<file path="config.mk">
export PLATFORM = sky130hd
export DESIGN_NAME = z_state_estimator
export DESIGN_NICKNAME = d
export VERILOG_FILES = /design/src/rtl/z_state_estimator.sv
export SDC_FILE = /design/constraint.sdc
export NUM_CORES = 1
export LEC_CHECK = 0
export ABC_AREA = 1
export BUFFER_PORTS_ARGS = -buffer_cell sky130_fd_sc_hd__buf_2
export CORE_ASPECT_RATIO = 0.7
export CORE_UTILIZATION = 30
export DETAILED_ROUTE_END_ITERATION = 16
export MAX_ROUTING_LAYER = met4
export SYNTH_ARGS = -nofsm -noshare
export SYNTH_HDL_FRONTEND = slang
export SYNTH_SLANG_ARGS = --single-unit
</file>
<file path="constraint.sdc">
create_clock -name clk -period 3.6 [get_ports clk]
set_input_delay 0.72 -clock clk [delete_from_list [all_inputs] [get_ports clk]]
set_output_delay 0.72 -clock clk [all_outputs]
set_load 0.1 [all_outputs]
</file>
<file path="src/rtl/z_state_estimator.sv">
// z_state_estimator: turns raw vertical-position samples into a moving-average
// z_pos and a saturated finite-difference z_vel. A watchdog on the sample
// strobe raises sensor_fault and zeroes z_vel when the sensor goes quiet.
module z_state_estimator #(
  parameter int AVG_LOG2       = 2,
  parameter int VEL_SHIFT      = 0,
  parameter int TIMEOUT_CYCLES = 1000
) (
  input  logic               clk,
  input  logic               rst_n,
  input  logic               sample_valid,
  input  logic signed [15:0] sample_data,
  output logic signed [15:0] z_pos,
  output logic signed [15:0] z_vel,
  output logic               state_valid,
  output logic               warm,
  output logic               sensor_fault
);

  localparam int N  = 1 << AVG_LOG2;
  localparam int SW = 16 + AVG_LOG2;
  localparam int VW = 17 + VEL_SHIFT;

  localparam logic signed [VW-1:0] VEL_MAX = VW'(32'sd32767);
  localparam logic signed [VW-1:0] VEL_MIN = VW'(-32'sd32768);

  typedef enum logic [1:0] {
    ST_FILL  = 2'd0,
    ST_RUN   = 2'd1,
    ST_FAULT = 2'd2
  } state_t;

  state_t                 state_r;
  state_t                 state_nxt_s;
  logic signed [15:0]     win_r [N];
  logic signed [SW-1:0]   sum_r;
  logic [4:0]             fill_cnt_r;
  logic [31:0]            wd_r;
  logic                   upd_r;
  logic                   first_r;
  logic signed [15:0]     prev_r;

  logic [4:0]             fill_base_s;
  logic                   fill_last_s;
  logic                   wd_hit_s;
  logic signed [SW-1:0]   samp_ext_s;
  logic signed [SW-1:0]   oldest_ext_s;
  logic signed [SW-1:0]   sum_nxt_s;
  logic signed [15:0]     mean_s;
  logic signed [16:0]     diff_s;
  logic signed [VW-1:0]   vel_sh_s;

  // Clamp the scaled velocity difference into the 16-bit output range.
  function automatic logic signed [15:0] sat16(input logic signed [VW-1:0] v);
    if (v > VEL_MAX) begin
      sat16 = 16'sh7FFF;
    end else if (v < VEL_MIN) begin
      sat16 = 16'sh8000;
    end else begin
      sat16 = 16'(v);
    end
  endfunction

  // A FAULT sample restarts the fill at one, so the count base is zero there.
  assign fill_base_s  = (state_r == ST_FAULT) ? 5'd0 : fill_cnt_r;
  assign fill_last_s  = ((fill_base_s + 5'd1) == 5'(N));
  assign wd_hit_s     = ((wd_r + 32'd1) == 32'(TIMEOUT_CYCLES));
  assign samp_ext_s   = SW'(sample_data);
  assign oldest_ext_s = SW'(win_r[N-1]);
  assign sum_nxt_s    = sum_r + samp_ext_s - oldest_ext_s;
  assign mean_s       = 16'(sum_r >>> AVG_LOG2);
  assign diff_s       = $signed({mean_s[15], mean_s}) - $signed({prev_r[15], prev_r});
  assign vel_sh_s     = VW'(diff_s) <<< VEL_SHIFT;

  // State register.
  always_ff @(posedge clk) begin
    if (!rst_n) begin
      state_r <= ST_FILL;
    end else begin
      state_r <= state_nxt_s;
    end
  end

  // Next-state logic: fill completion, watchdog timeout, fault recovery.
  always_comb begin
    state_nxt_s = state_r;
    case (state_r)
      ST_FILL: begin
        if (sample_valid && fill_last_s) begin
          state_nxt_s = ST_RUN;
        end else begin
          state_nxt_s = ST_FILL;
        end
      end
      ST_RUN: begin
        if (!sample_valid && wd_hit_s) begin
          state_nxt_s = ST_FAULT;
        end else begin
          state_nxt_s = ST_RUN;
        end
      end
      ST_FAULT: begin
        if (sample_valid) begin
          state_nxt_s = fill_last_s ? ST_RUN : ST_FILL;
        end else begin
          state_nxt_s = ST_FAULT;
        end
      end
      default: begin
        state_nxt_s = ST_FILL;
      end
    endcase
  end

  // Sample window, running sum and fill count; a FAULT sample reseeds them.
  always_ff @(posedge clk) begin
    if (!rst_n) begin
      for (int i = 0; i < N; i++) win_r[i] <= '0;
      sum_r      <= '0;
      fill_cnt_r <= 5'd0;
    end else if (sample_valid) begin
      if (state_r == ST_FAULT) begin
        for (int i = 1; i < N; i++) win_r[i] <= '0;
        win_r[0]   <= sample_data;
        sum_r      <= samp_ext_s;
        fill_cnt_r <= 5'd1;
      end else begin
        for (int i = N - 1; i > 0; i--) win_r[i] <= win_r[i-1];
        win_r[0] <= sample_data;
        sum_r    <= sum_nxt_s;
        if (state_r == ST_FILL) begin
          fill_cnt_r <= fill_cnt_r + 5'd1;
        end
      end
    end
  end

  // Watchdog: counts sample-free cycles in RUN only; a sample always clears it.
  always_ff @(posedge clk) begin
    if (!rst_n) begin
      wd_r <= 32'd0;
    end else if (state_r == ST_RUN && !sample_valid && !wd_hit_s) begin
      wd_r <= wd_r + 32'd1;
    end else begin
      wd_r <= 32'd0;
    end
  end

  // Pipeline flags: the sum just updated should produce an output next edge.
  always_ff @(posedge clk) begin
    if (!rst_n) begin
      upd_r   <= 1'b0;
      first_r <= 1'b0;
    end else begin
      upd_r   <= sample_valid && ((state_r == ST_RUN) || fill_last_s);
      first_r <= sample_valid && (state_r != ST_RUN) && fill_last_s;
    end
  end

  // Output stage: register mean/velocity, or apply the fault-entry overrides.
  always_ff @(posedge clk) begin
    if (!rst_n) begin
      z_pos        <= 16'sd0;
      z_vel        <= 16'sd0;
      prev_r       <= 16'sd0;
      state_valid  <= 1'b0;
      warm         <= 1'b0;
      sensor_fault <= 1'b0;
    end else if (upd_r) begin
      state_valid <= 1'b1;
      z_pos       <= mean_s;
      prev_r      <= mean_s;
      if (first_r) begin
        z_vel        <= 16'sd0;
        warm         <= 1'b1;
        sensor_fault <= 1'b0;
      end else begin
        z_vel <= sat16(vel_sh_s);
      end
    end else if (state_r == ST_RUN && state_nxt_s == ST_FAULT) begin
      state_valid  <= 1'b0;
      z_vel        <= 16'sd0;
      warm         <= 1'b0;
      sensor_fault <= 1'b1;
    end else begin
      state_valid <= 1'b0;
    end
  end

endmodule

</file>
==> reports/qor.yml <==
yosys-top-cells-area: "dfxtp_1 27%, nand2_1 12%, edfxtp_1 10%"
drt_iter0_markers: 699
grt_max_degree: 34
clock-sinks: 158
rsz0062_at_grt: "no"
irDropWorstVdd_uv: 327
synth_enable_flop_cells: 32
dieWidth_um: 212
clock_latency_ns: 0.45
path_common_cell: "nand2_1"
area_growth_pct: 14.3
drc: 0
avgSynthCellArea_um2: 7.39
cts_tree: "yes"
yosys.area.top_type_share_pct: 27.4
io_pins: 54
syn_inst: 1247
worst-endpoint-required_ns: 3.97
htree_levels: 4
place.gp.congestion: 0.919
grtUsageMet3_pct: 3.48
reg2reg_depth: 16
synthFlopType: "dfxtp_1"
tns_ns: 0
hold_path.startpoint: "win_r[2][13]"
antenna_found_initial: 0
crit_chain: "inv_1 > fa_1 > inv_1 > ha_1 > a21o_1 > nand3_1 > nand2_1 > a21oi_1 > inv_1 > nand2_1 > nand2_1 > a21oi_1 > o21ai_0 > nand2_1 > nand2_1 > o21bai_1"
placed_area_um2: 9990
core_area_um2: 30100
cts.clk_slew.worst_paths_ns: 0.07
cp-startpoint: "sum_r[2]"
fin_area_um2: 10500
synth_cell_types: 49
io_buffers: 53
cts_setup_buffers: 0
final_cell_mix: "296 x nand2_1, 177 x inv_1, 155 x nor2_1"
ant_nets: 0
nets: 1383
reg2reg_from: "sum_r[2]"
status: "finished clean"
slew_viol_final: 0
busiest_layer: "met1"
cts_hold_buf: 0
min_to: "win_r[2][13]"
max_freq_mhz: 331
ys_seq_area_share_pct: 37.8
clockBufferDepth: 2
n_antenna_cell: 0
powerDensity_nw_per_um2: 667
synth-seq-cells: 158
row_count: 53
wire_per_inst_um: 14.3
syn_area_um2: 9220
finalHoldViolCount: 0
route.vias.total: 8046
initial_core_util_pct: 30.6
whs_path_depth: 2
overflow: 0
final_core_util_pct: 35.0
yosys.area.top_type: "dfxtp_1"
cp.arrival_ns: 3.39
grt_pass1_wl_mm: 39.9
ys_warn_count: 0
post_cts_resized: 0
r2r_slack_ns: 0.58
max_stage_delay_ns: 0.55
hpwl_mm: 19.0
cts_inserted_buffers: 17
cp_max_fo: 5
grt_pass1_vias: 7314
critPathCaptureType: "register"
worst_pin_slew_ns: 0.798
total_leakage_power_uw: 0.00466
met1_usage_pct: 26.6
hold_class: "register to register"
synthArstFlopShare_pct: 0
first_pass_iters: 5
cap_viol_max_count: 0
slew_headroom_pct: 46.7
drt-total-wl_mm: 24.7
min_period_ns: 3.02
syn_nets: 1322
drive_gt1_share_pct: 13.9
globalRouteTotalUtil_pct: 17.0
cp-start-kind: "register"
use_met2_pct: 21.7
die_h_um: 149
dieArea_um2: 31500
fin_crit_sh_pct: 83.8
mostFrequentLayoutCell: "nand2_1"
cts-root-buf: "clkbuf_16"
critical_path_class: "register to register"
skew_ns: 0.0109
avgViaCountPerCell: 4.64
r2r_end: "sum_r[15]"
crit_slowest_cell: "fa_1"
setup_viol: 0
metrics by stage:
stage | hold slack (ns) | setup WS, ns | power (µW) | instances
final | 0.460 | 0.582 | 7040 | 1733
after global routing | 0.477 | 0.407 | 7600 | 1733
after CTS | 0.461 | 0.654 | 7020 | 1733
after detailed placement | 0.451 | 0.286 | 5280 | 1701
after global placement | 0.448 | 0.382 | 5250 | 1701
after floorplan | 0.438 | 0.590 | 4550 | 1247
where the power goes:
part	internal (µW)	total [µW]	leakage [µW]	switching [µW]
Combinational	1130	3240	0.00302	2110
Clock	952	1720	0.000270	767
Sequential	1960	2070	0.00137	117
registers in the layout, indices dropped and copies added, names as in the netlist:
| register | cells |
|---|---|
| prev_r | 16 |
| warm | 1 |
| state_r | 2 |
| sum_r | 18 |
| sensor_fault | 1 |
| wd_r | 32 |
| fill_cnt_r | 5 |
| first_r | 1 |
| upd_r | 1 |
| state_valid | 1 |
| z_vel | 16 |
| win_r | 64 |
worst max-delay path: cells and delay by family (launching register included):
kind	cells	cell delay, ns
AOI/OAI and AO/OA	5	1.01
adders and majority gates	2	0.91
and+or+nand+nor	6	0.44
DFF	1	0.31
buffers and inverters	3	0.28
cells in the mapped netlist, types with 6 or more instances:
library cell	instances
a21oi_1	78
a21oi_2	15
clkbuf_1	21
dfxtp_1	126
edfxtp_1	32
fa_1	18
ha_1	38
inv_1	178
nand2_1	296
nand2_2	10
nand3_1	46
nand3_2	9
nand3b_1	16
nand4_1	7
nor2_1	156
nor2_2	28
nor2_4	7
nor3_1	13
o21ai_0	62
o22ai_1	6
xnor2_1	9
xor2_1	17
cells by family (layout without fill, tap and decap cells):
kind of cell / after synthesis / count (layout) / share of synthesized area (%)
compound gates: 190 / 190 / 12.0
xor+xnor: 26 / 26 / 2.47
fa+ha+maj: 56 / 56 / 9.07
buf+inv: 211 / 285 / 8.94
flops: 158 / 158 / 37.8
simple gates: 606 / 606 / 29.8
metal layers:
layer,routed length [µm],up-vias
li1,-,4101
met2,9410,231
met3,1610,19
met1,13500,3695
met5,0,-
met4,184,0
layout make-up:
class | instances | area (µm²)
fillers | 3263 | 19600
well taps | 412 | 515
flip-flops and latches | 158 | 3480
clock inverters | 13 | 114
multi-input cells | 878 | 4910
inverters | 183 | 687
repair buffers | 70 | 393
clock buffers | 19 | 433
how the worst max path moves through the flow:
stage | slack, ns | depth (start not counted) | to
after floorplan | 0.59 | 14 | sum_r[14]
after global placement | 0.38 | 17 | sum_r[15]
after detailed placement | 0.29 | 17 | sum_r[15]
after CTS | 0.65 | 16 | sum_r[15]
after global routing | 0.41 | 16 | sum_r[15]
final | 0.58 | 16 | sum_r[15]
Power figures use the tool's default switching activity.
